### src/rtl/fpu_pkg.sv
// rtl/fpu_pkg.sv - shared defaults, state encoding and seed helper for the float unit
package fpu_pkg;

  localparam int NSIG_DEF   = 7;
  localparam int GUARD_DEF  = 4;
  localparam int NITER_DEF  = 2;
  localparam int SEED_IDX_W = 3;
  localparam int ITER_W     = 3;

  typedef enum logic [1:0] {
    IDLE   = 2'd0,
    MUL_AX = 2'd1,
    MUL_XD = 2'd2,
    DONE   = 2'd3
  } recip_state_e;

  // Rounded reciprocal of the midpoint of seed interval idx, Q1.f:
  // round(2^(f+4) / (16 + 2*idx + 1)) done as an integer round-half-up.
  function automatic int recip_seed(input int idx, input int f);
    int den;
    den = 16 + 2 * idx + 1;
    return ((1 << (f + 5)) + den) / (2 * den);
  endfunction

endpackage

### src/rtl/recip_seed_rom.sv
// rtl/recip_seed_rom.sv - 8-entry reciprocal seed lookup, index -> Q1.F
module recip_seed_rom
  import fpu_pkg::*;
#(
  parameter int NSIG  = NSIG_DEF,
  parameter int GUARD = GUARD_DEF
) (
  input  logic [SEED_IDX_W-1:0]   idx,
  output logic [NSIG+GUARD:0]     seed
);

  localparam int F       = NSIG + GUARD;
  localparam int W       = F + 1;
  localparam int ENTRIES = 1 << SEED_IDX_W;

  logic [W-1:0] rom [ENTRIES];

  for (genvar i = 0; i < ENTRIES; i++) begin : g_rom
    assign rom[i] = W'(recip_seed(i, F));
  end

  assign seed = rom[idx];

endmodule

### src/rtl/recip_nr_sequencer.sv
// rtl/recip_nr_sequencer.sv - Newton-Raphson reciprocal sequencer with one shared multiplier
module recip_nr_sequencer
  import fpu_pkg::*;
#(
  parameter int NSIG  = NSIG_DEF,
  parameter int GUARD = GUARD_DEF,
  parameter int NITER = NITER_DEF
) (
  input  logic            clk,
  input  logic            rst,
  input  logic            in_valid,
  output logic            in_ready,
  input  logic [NSIG:0]   in_a,
  output logic            out_valid,
  input  logic            out_ready,
  output logic [NSIG:0]   out_r,
  output logic            out_err
);

  localparam int F = NSIG + GUARD;
  localparam int W = F + 1;
  localparam logic [F+1:0] TWO = (F + 2)'(1) << (F + 1);

  recip_state_e      state;
  logic [W-1:0]      a_q;
  logic [W-1:0]      x_q;
  logic [W-1:0]      d_q;
  logic [ITER_W-1:0] iter_cnt;

  logic [W-1:0]      seed;
  logic [W-1:0]      mul_a;
  logic [W-1:0]      mul_b;
  logic [2*W-1:0]    prod;
  logic [F+1:0]      prod_hi;
  logic [W-1:0]      d_next;
  logic [W-1:0]      x_next;

  recip_seed_rom #(
    .NSIG  (NSIG),
    .GUARD (GUARD)
  ) u_seed_rom (
    .idx  (in_a[NSIG-1:NSIG-SEED_IDX_W]),
    .seed (seed)
  );

  // Single multiplier: (A, x) forms the error term, (x, d) refines the estimate.
  always_comb begin
    mul_a = x_q;
    mul_b = d_q;
    if (state == MUL_AX) begin
      mul_a = a_q;
      mul_b = x_q;
    end
  end

  assign prod    = (2 * W)'(mul_a) * (2 * W)'(mul_b);
  assign prod_hi = (F + 2)'(prod >> F);
  assign d_next  = W'(TWO - prod_hi);
  assign x_next  = W'(prod >> F);

  always_ff @(posedge clk) begin
    if (rst) begin
      state     <= IDLE;
      in_ready  <= 1'b1;
      out_valid <= 1'b0;
      out_r     <= '0;
      out_err   <= 1'b0;
      iter_cnt  <= '0;
      a_q       <= '0;
      x_q       <= '0;
      d_q       <= '0;
    end else begin
      case (state)
        IDLE: begin
          if (in_valid) begin
            in_ready <= 1'b0;
            a_q      <= W'({in_a, {GUARD{1'b0}}});
            if (!in_a[NSIG]) begin
              out_r     <= '0;
              out_err   <= 1'b1;
              out_valid <= 1'b1;
              state     <= DONE;
            end else if (in_a[NSIG-1:0] == '0) begin
              out_r     <= {1'b1, {NSIG{1'b0}}};
              out_err   <= 1'b0;
              out_valid <= 1'b1;
              state     <= DONE;
            end else begin
              x_q      <= seed;
              iter_cnt <= '0;
              state    <= MUL_AX;
            end
          end
        end
        MUL_AX: begin
          d_q   <= d_next;
          state <= MUL_XD;
        end
        MUL_XD: begin
          x_q <= x_next;
          if (iter_cnt == ITER_W'(NITER - 1)) begin
            out_r     <= (NSIG + 1)'(x_next >> GUARD);
            out_err   <= 1'b0;
            out_valid <= 1'b1;
            state     <= DONE;
          end else begin
            iter_cnt <= iter_cnt + 1'b1;
            state    <= MUL_AX;
          end
        end
        DONE: begin
          if (out_ready) begin
            out_valid <= 1'b0;
            in_ready  <= 1'b1;
            state     <= IDLE;
          end
        end
        default: state <= IDLE;
      endcase
    end
  end

endmodule

### config.mk
export PLATFORM = sky130hd
export DESIGN_NAME = recip_nr_sequencer
export DESIGN_NICKNAME = d
export VERILOG_FILES = /design/src/rtl/fpu_pkg.sv /design/src/rtl/recip_seed_rom.sv /design/src/rtl/recip_nr_sequencer.sv
export SDC_FILE = /design/constraint.sdc
export NUM_CORES = 1
export LEC_CHECK = 0
export CAP_MARGIN = 20
export CORE_MARGIN = 2
export CORE_UTILIZATION = 45
export DETAILED_ROUTE_END_ITERATION = 8
export SYNTH_ARGS = -nofsm -noshare
export SYNTH_HDL_FRONTEND = slang
export SYNTH_SLANG_ARGS = --single-unit
### constraint.sdc
create_clock -name clk -period 6.09 [get_ports clk]
set_clock_uncertainty 0.1 [all_clocks]
set_input_delay 1.218 -clock clk [delete_from_list [all_inputs] [get_ports clk]]
set_output_delay 1.218 -clock clk [all_outputs]
set_load 0.03 [all_outputs]
==> metrics.md, run 1 <==
| Metric | Value |
|---|---|
| H-Tree Depth | `2` |
| Maximum clock path buffer count | `2` |
| Critical Path RT | `6140 ps` |
| Setup WS post-layout | `-137 ps` |
| Drt drc | `0` |
| CTS tree | `built` |
| IO Pins | `23` |
| RSZ-0062 raised after global routing | `true` |
| Clk slew on worst S/H paths | `80 ps` |
| CP arrival | `6280 ps` |
| Via density | `5.41` |
| Register area | `968 um^2` |
| Number of global-route vias before repair | `7,121` |
| Fin crit share | `102%` |
| Fin. max-slew vios | `0` |
| Pwr/cell area | `189 nW/um^2` |
| Final Setup Violations | `4` |
| Post-DR wirelength/cell | `18.1 um` |
| Hold Crit Class | `register to register` |
| Die width | `129 um` |
| Root Driver | `clkbuf_16` |
| Die height | `129 um` |
| Number of buffers created by CTS | `5` |
| Top_reg_cell synth | `dfxtp_1` |
| Seq/Total Area, Yosys | `13.8%` |
| Slew HR | `20.5%` |
| Ant. Diodes | `0` |
| CTS Sinks | `48` |
| Run status | `complete, but fails checks` |
| Clk_lat worst skew | `300 ps` |
| Via count | `6,732` |
| Max cap viols | `0` |
| Final hold violations | `0` |
| Total Power | `1.91 mW` |
| Least-Margin Pin Slew | `1190 ps` |
| Total cell area at the placement stage | `8630 um^2` |
| Detailed Route WL | `22.5 mm` |
| Worst-path maximum fanout | `5` |
| VDD IR max | `178 uV` |
| Yosys cell types | `64` |
| EDFF count, synth | `0` |
| Leak | `4.85 nW` |
| Final Instance Area | `10,100 um^2` |
| Setup TNS | `-290 ps` |
| FFs w/ async S/R, synth | `0%` |
| Mapped Avg Cell Area | `8.18 um^2` |
| Total GRT Usage | `28.1%` |
| Die area | `16,500 um^2` |
| Fin crit period | `6230 ps` |
| Num rows | `45` |
| Layout area overhead | `44.5%` |
| Layout cells sized above 1 | `35.4%` |
| Initial antenna violation count | `0` |
| Reg2Reg Setup Slack | `-140 ps` |
| DRT antenna net count | `0` |
| Post-Syn Area | `6980 um^2` |
| Cts hold-fix bufs | `0` |
| Hold path depth | `2` |
| Setup crit end kind | `register` |
| Total grt overflow | `0` |
| Yosys warns | `0` |
| First-pass GRT wire length | `36.4 mm` |
| Reg2Reg Depth | `24` |
| Setup CP Type | `register to register` |
| Register bit total from synthesis | `48` |
| 1st-pass router iterations | `5` |
| Initial core utilization | `45.9%` |
| Syn nets | `1,027` |
| Port Buffer Count | `22` |
| NumNets Final | `1,229` |
| GP Congestion | `0.925` |
| Dpl hpwl | `17.9 mm` |
| Drt first-iter violations | `379` |
| Floorplan core area | `15,200 um^2` |
| Startpoint types | `register` |
| Fill cells | `1,288` |
| Post-layout util | `66.4%` |
| Post-Syn Instances | `854` |
| DP Worst Slack | `-514 ps` |
| Failing checks | `setup timing` |
| Pin count of the biggest net entering global routing | `50` |
| Fmax | `161 MHz` |
| Multi-input gate area | `6410 um^2` |
## report_power, final
part,switching (mW),internal [mW],leakage (nW),total (mW)
Clock,0.139,0.167,0.0779,0.306
Sequential,0.0398,0.347,0.393,0.387
Combinational,0.601,0.614,4.37,1.22
Total,0.779,1.13,4.85,1.91
## placed cells by master, fill, tap and decap left out, types with 12 or more instances in the layout
master	n
nand2_1	129
buf_4	172
ha_4	13
clkdlybuf4s50_1	21
ha_1	48
and3_1	19
inv_1	104
fa_1	89
nand3_1	12
dfxtp_1	46
buf_6	22
nand2_2	24
a21oi_1	33
nor2_1	67
## sequential cells by signal, indices dropped and copies added (netlist names)
register   cells
x_q           12
out_r          8
in_ready       1
a_q            8
state          2
out_valid      1
out_err        1
d_q           12
iter_cnt       3
## what timing repair did
| action | CTS | global route |
|---|---|---|
| buffers inserted | 37 | 16 |
| gates cloned | 2 | 0 |
| pin swaps | 77 | 55 |
| gates resized for setup | 118 | 83 |
| endpoints found under the setup margin | 15 | 21 |
| hold endpoints to repair | 0 | 0 |
## path summary, 6_finish.rpt
| path | from | end |
|---|---|---|
| setup / recovery | state[0] | d_q[9] |
| hold / removal | out_r[1] | out_r[1] |
| setup reg to reg | state[0] | d_q[9] |
| hold reg to reg | out_r[1] | out_r[1] |
## through the flow
step / hold WS [ps] / instances
final: 359 / 1245
after global routing: 387 / 1245
after CTS: 360 / 1231
after detailed placement: 350 / 1185
after global placement: 337 / 1185
after floorplan: 379 / 854
## per-layer routing
metal | global-route usage, % | part of all wire [%] | vias to the layer above
met4 | 6.07 | 2.8 | 0
met2 | 52.4 | 52 | 151
li1 | - | - | 3192
met3 | 1.95 | 3.3 | 41
met5 | 0 | 0 | -
met1 | 35.9 | 42 | 3348
## Yosys cell counts (all sizes together), types with 11 or more instances
cell type | instances | share of area [%]
nand2 | 160 | 8.6
inv | 115 | 6.2
fa | 98 | 28
nor2 | 77 | 4.1
ha | 63 | 11
dfxtp | 48 | 14
a21oi | 45 | 3.4
clkbuf | 25 | 1.3
and3 | 22 | 2.0
o21ai | 20 | 1.4
mux2i | 18 | 2.6
nand3 | 17 | 1.2
xnor2 | 15 | 2.0
a211oi | 12 | 1.3
nor3 | 11 | 0.79
## cell families (layout without fill, tap and decap cells)
logic type / after synthesis / count (layout) / share of synthesized area, %
muxes: 19 / 19 / 2.74
DFF: 48 / 48 / 13.8
and+or+nand+nor: 331 / 333 / 21.0
buffers and inverters: 145 / 346 / 7.92
adders and majority gates: 161 / 161 / 39.4
xor gates and xnor gates: 24 / 24 / 3.23
AOI/OAI and AO/OA: 126 / 126 / 11.9
## area by class of cell
type	instances	share of cell area, %
sequential	48	9.60
inverter	115	4.28
clock buffer	6	1.38
multi-input combinational	663	63.5
clock inverter	2	0.174
timing repair buffer	223	18.7
tap	188	2.33
## worst max-delay path: stages (launching register included)
cell	delay, ps
dfxtp_4	350
buf_4	140
nand2b_4	130
buf_12	120
mux2i_4	310
nor2_1	120
fa_1	560
fa_1	450
fa_1	530
fa_1	500
inv_1	50
fa_1	510
inv_2	50
ha_4	220
a21o_1	180
a31oi_2	160
o21ai_2	100
a31oi_4	200
xor2_2	240
o2111ai_4	200
buf_6	170
a2111oi_4	310
buf_4	170
xnor2_2	60
o2bb2ai_1	130
Power figures use the tool's default switching activity.
==> run 2, diff against run 1 <==
--- a/config.mk
+++ b/config.mk
@@ -5,10 +5,10 @@
 export SDC_FILE = /design/constraint.sdc
 export NUM_CORES = 1
 export LEC_CHECK = 0
-export CAP_MARGIN = 20
 export CORE_MARGIN = 2
 export CORE_UTILIZATION = 45
 export DETAILED_ROUTE_END_ITERATION = 8
 export SYNTH_ARGS = -nofsm -noshare
 export SYNTH_HDL_FRONTEND = slang
+export SYNTH_HIERARCHICAL = 1
 export SYNTH_SLANG_ARGS = --single-unit
==> constraint.sdc (replaced) <==
create_clock -name clk -period 6.09 [get_ports clk]
set_clock_uncertainty 0.1 [all_clocks]
set_input_delay 1.218 -clock clk [delete_from_list [all_inputs] [get_ports clk]]
set_output_delay 1.218 -clock clk [all_outputs]
set_load 0.02 [all_outputs]
==> run 2 against run 1 <==
Compared with the run above: the run still ends with setup timing left; utilization down 1.3 points; via count up 0.80%; clock power down 9.2%; routed wire length up 1.8%; first-iteration DRC count up 14%; register-to-register slack better by 60 ps; flip-flop and latch count unchanged; critical path depth up 2; area after synthesis up 1.1%; fmax up 1.0%; non-clock buffer count down 27.
==> metrics.md, run 2 <==
| Metric | Value |
|---|---|
| Run status | `complete, but fails checks` |
| Failing checks | `setup timing` |
| Critical path's slowest cell | `fa_1` |
| Commonest non-fill, non-tap cell in the layout | `buf_4` |
| CTS tree | `built` |
| RSZ-0062 raised after global routing | `true` |
| Yosys cell types | `63` |
| Top_reg_cell synth | `dfxtp_1` |
| Layout cells sized above 1 | `31.5%` |
| Setup CP Type | `register to register` |
| Startpoint types | `register` |
| Grt met3 use | `2.15%` |
| Seq/Total Area, Yosys | `13.6%` |
| Mapped Avg Cell Area | `8.17 um^2` |
| Drt drc | `0` |
| Via density | `5.44` |
| Number of buffers created by CTS | `5` |
| Least-Margin Pin Slew | `1260 ps` |
| Floorplan core area | `15,300 um^2` |
| Die width | `129 um` |
| Setup crit end kind | `register` |
| Total GRT Usage | `27.0%` |
| Pwr/cell area | `194 nW/um^2` |
| Largest regs | `d_q: 12 flops, x_q: 12 flops` |
| Syn nets | `1,038` |
| CTS Sinks | `48` |
| GP Congestion | `0.897` |
| Number of global-route vias before repair | `6,969` |
| Fin. max-slew vios | `0` |
| Post-Layout Cell Count | `1,247` |
| Drt first-iter violations | `431` |
| CP arrival | `6220 ps` |
| Most used cell, CP | `fa_1` |
| Fmax | `162 MHz` |
| Detailed Route WL | `22.9 mm` |
| Die height | `129 um` |
| Final Setup Violations | `8` |
| Setup TNS | `-400 ps` |
| Most common cell in the synthesized netlist | `nand2_1` |
| VDD IR max | `166 uV` |
| Num rows | `45` |
| Cells after DPL | `1,184` |
| FFs w/ async S/R, synth | `0%` |
| Area share of fa/ha/maj cells after synthesis | `39.1%` |
| Post-DR wirelength/cell | `18.3 um` |
| Pin count of the biggest net entering global routing | `27` |
| Simple-Gate Fraction of Synth Area | `21.4%` |
| Clk_lat worst skew | `290 ps` |
| Fin crit period | `6170 ps` |
| Hold Crit Class | `register to register` |
| Post-layout util | `65.1%` |
| IO Pins | `23` |
| Initial core utilization | `46.3%` |
| Register bit total from synthesis | `48` |
| First-pass GRT wire length | `35.3 mm` |
| Maximum clock path buffer count | `2` |
| EDFF count, synth | `0` |
| Post-Syn Instances | `864` |
| Layout area overhead | `40.7%` |
| Dpl hpwl | `17.5 mm` |
| Fill cells | `1,248` |
| Multi-input gate area | `6360 um^2` |
| 1st-pass router iterations | `5` |
| Leak | `4.92 nW` |
| NumNets Final | `1,209` |
| Busiest grt layer | `met2` |
| Total grt overflow | `0` |
| Die area | `16,700 um^2` |
| Area share of the largest cell type after synthesis | `27.8%` |
| CP max stage delay | `540 ps` |
| Root Driver | `clkbuf_16` |
| Grt met1 use | `34.7%` |
| Yosys warns | `6` |
| Most frequent cells in the layout | `144 x buf_4, 122 x nand2_1, 118 x inv_1, 92 x fa_1, 80 x nor2_1` |
| Main combinational cell family by area after synthesis | `adder cells` |
| Via count | `6,786` |
| Commonest cells post-synth | `156 x nand2_1, 121 x inv_1, 98 x fa_1` |
| Mux cell area share after synthesis | `3.92%` |
| Synth top area cells | `fa_1 28%, dfxtp_1 14%, ha_1 11%` |
| Critical Path RT | `6150 ps` |
| Worst-path maximum fanout | `6` |
| Synth area leader | `fa_1` |
| Port Buffer Count | `22` |
| M2 GR Usage | `48.5%` |
| Final hold violations | `0` |
| Complex-gate fraction of the synthesized area | `10.6%` |
| Max cap viols | `0` |
| Register area | `966 um^2` |
| Clk slew on worst S/H paths | `70 ps` |
| Ant. Diodes | `0` |
| Cts hold-fix bufs | `0` |
| DRT antenna net count | `0` |
| Final hold slack | `381 ps` |
| Slew HR | `16.1%` |
| Initial antenna violation count | `0` |
| Setup WS post-layout | `-75.5 ps` |
| H-Tree Depth | `2` |
| Post-Syn Area | `7060 um^2` |
| Synth Area in XOR/XNOR | `2.73%` |
| Fin crit share | `101%` |
## run 2: cell count changes after synthesis, moves of 5 or more
cell,change
nor2_1,+11
o21ai_0,+9
mux2i_1,+7
nand3_1,-7
a21o_1,-6
inv_1,+6
nand2b_1,+6
and2_1,+5
o21ai_1,-5
## run 2: logic make-up after synthesis
group,after synthesis
AND/OR/NAND/NOR,337
adder cells (fa/ha/maj),162
buffers and inverters,154
AO/OA/AOI/OAI,112
flip-flops,48
multiplexers,27
XOR/XNOR,22
other,2
## run 2: path summary, 6_finish.rpt
check	start	to	slack, ps	cells past startpoint
max	state[0]	x_q[9]	-80	26
min reg2reg	out_r[7]	out_r[7]	380	2
min	out_r[7]	out_r[7]	380	2
max reg2reg	state[0]	x_q[9]	-80	26
## run 2: layer usage
layer	vias to the layer above	routed length, um
met5	-	0
met1	3359	9350
met4	0	923
met2	233	11500
li1	3131	-
met3	63	1120
## run 2: repair_timing
item                       4_1_cts  5_1_grt
setup endpoints to repair       18       27
cloned                           2        0
resized for setup               47      134
buffers inserted                22       35
pin swaps                       27       89
## run 2: stage by stage
stage	instance area, um^2	power [mW]	setup slack [ps]
3_3_place_gp	8480	1.30	-249
6_report	9930	1.92	-75.5
2_1_floorplan	7260	0.938	-32.7
3_5_place_dp	8480	1.32	-344
4_1_cts	9070	1.68	-24.0
5_1_grt	9930	2.03	-275
## run 2: power breakdown
part	internal [mW]	switching, mW	total, mW
sequential	0.346	0.0532	0.400
clock	0.154	0.124	0.278
combinational	0.612	0.635	1.25
## run 2: layout make-up
class,count,area share (%)
sequential,48,9.72
tap,211,2.66
clock buffer,7,1.34
inverter,122,4.61
clock inverter,1,0.0882
timing repair buffer,196,17.6
multi-input combinational,662,64.0
## run 2: critical path: cells and delay by family, from the launching register on
family | cells | cell delay [ps]
adder cells (fa/ha/maj) | 6 | 2520
buffers and inverters | 10 | 1180
AO/OA/AOI/OAI | 5 | 1180
AND/OR/NAND/NOR | 4 | 520
flip-flops | 1 | 320
multiplexers | 1 | 190
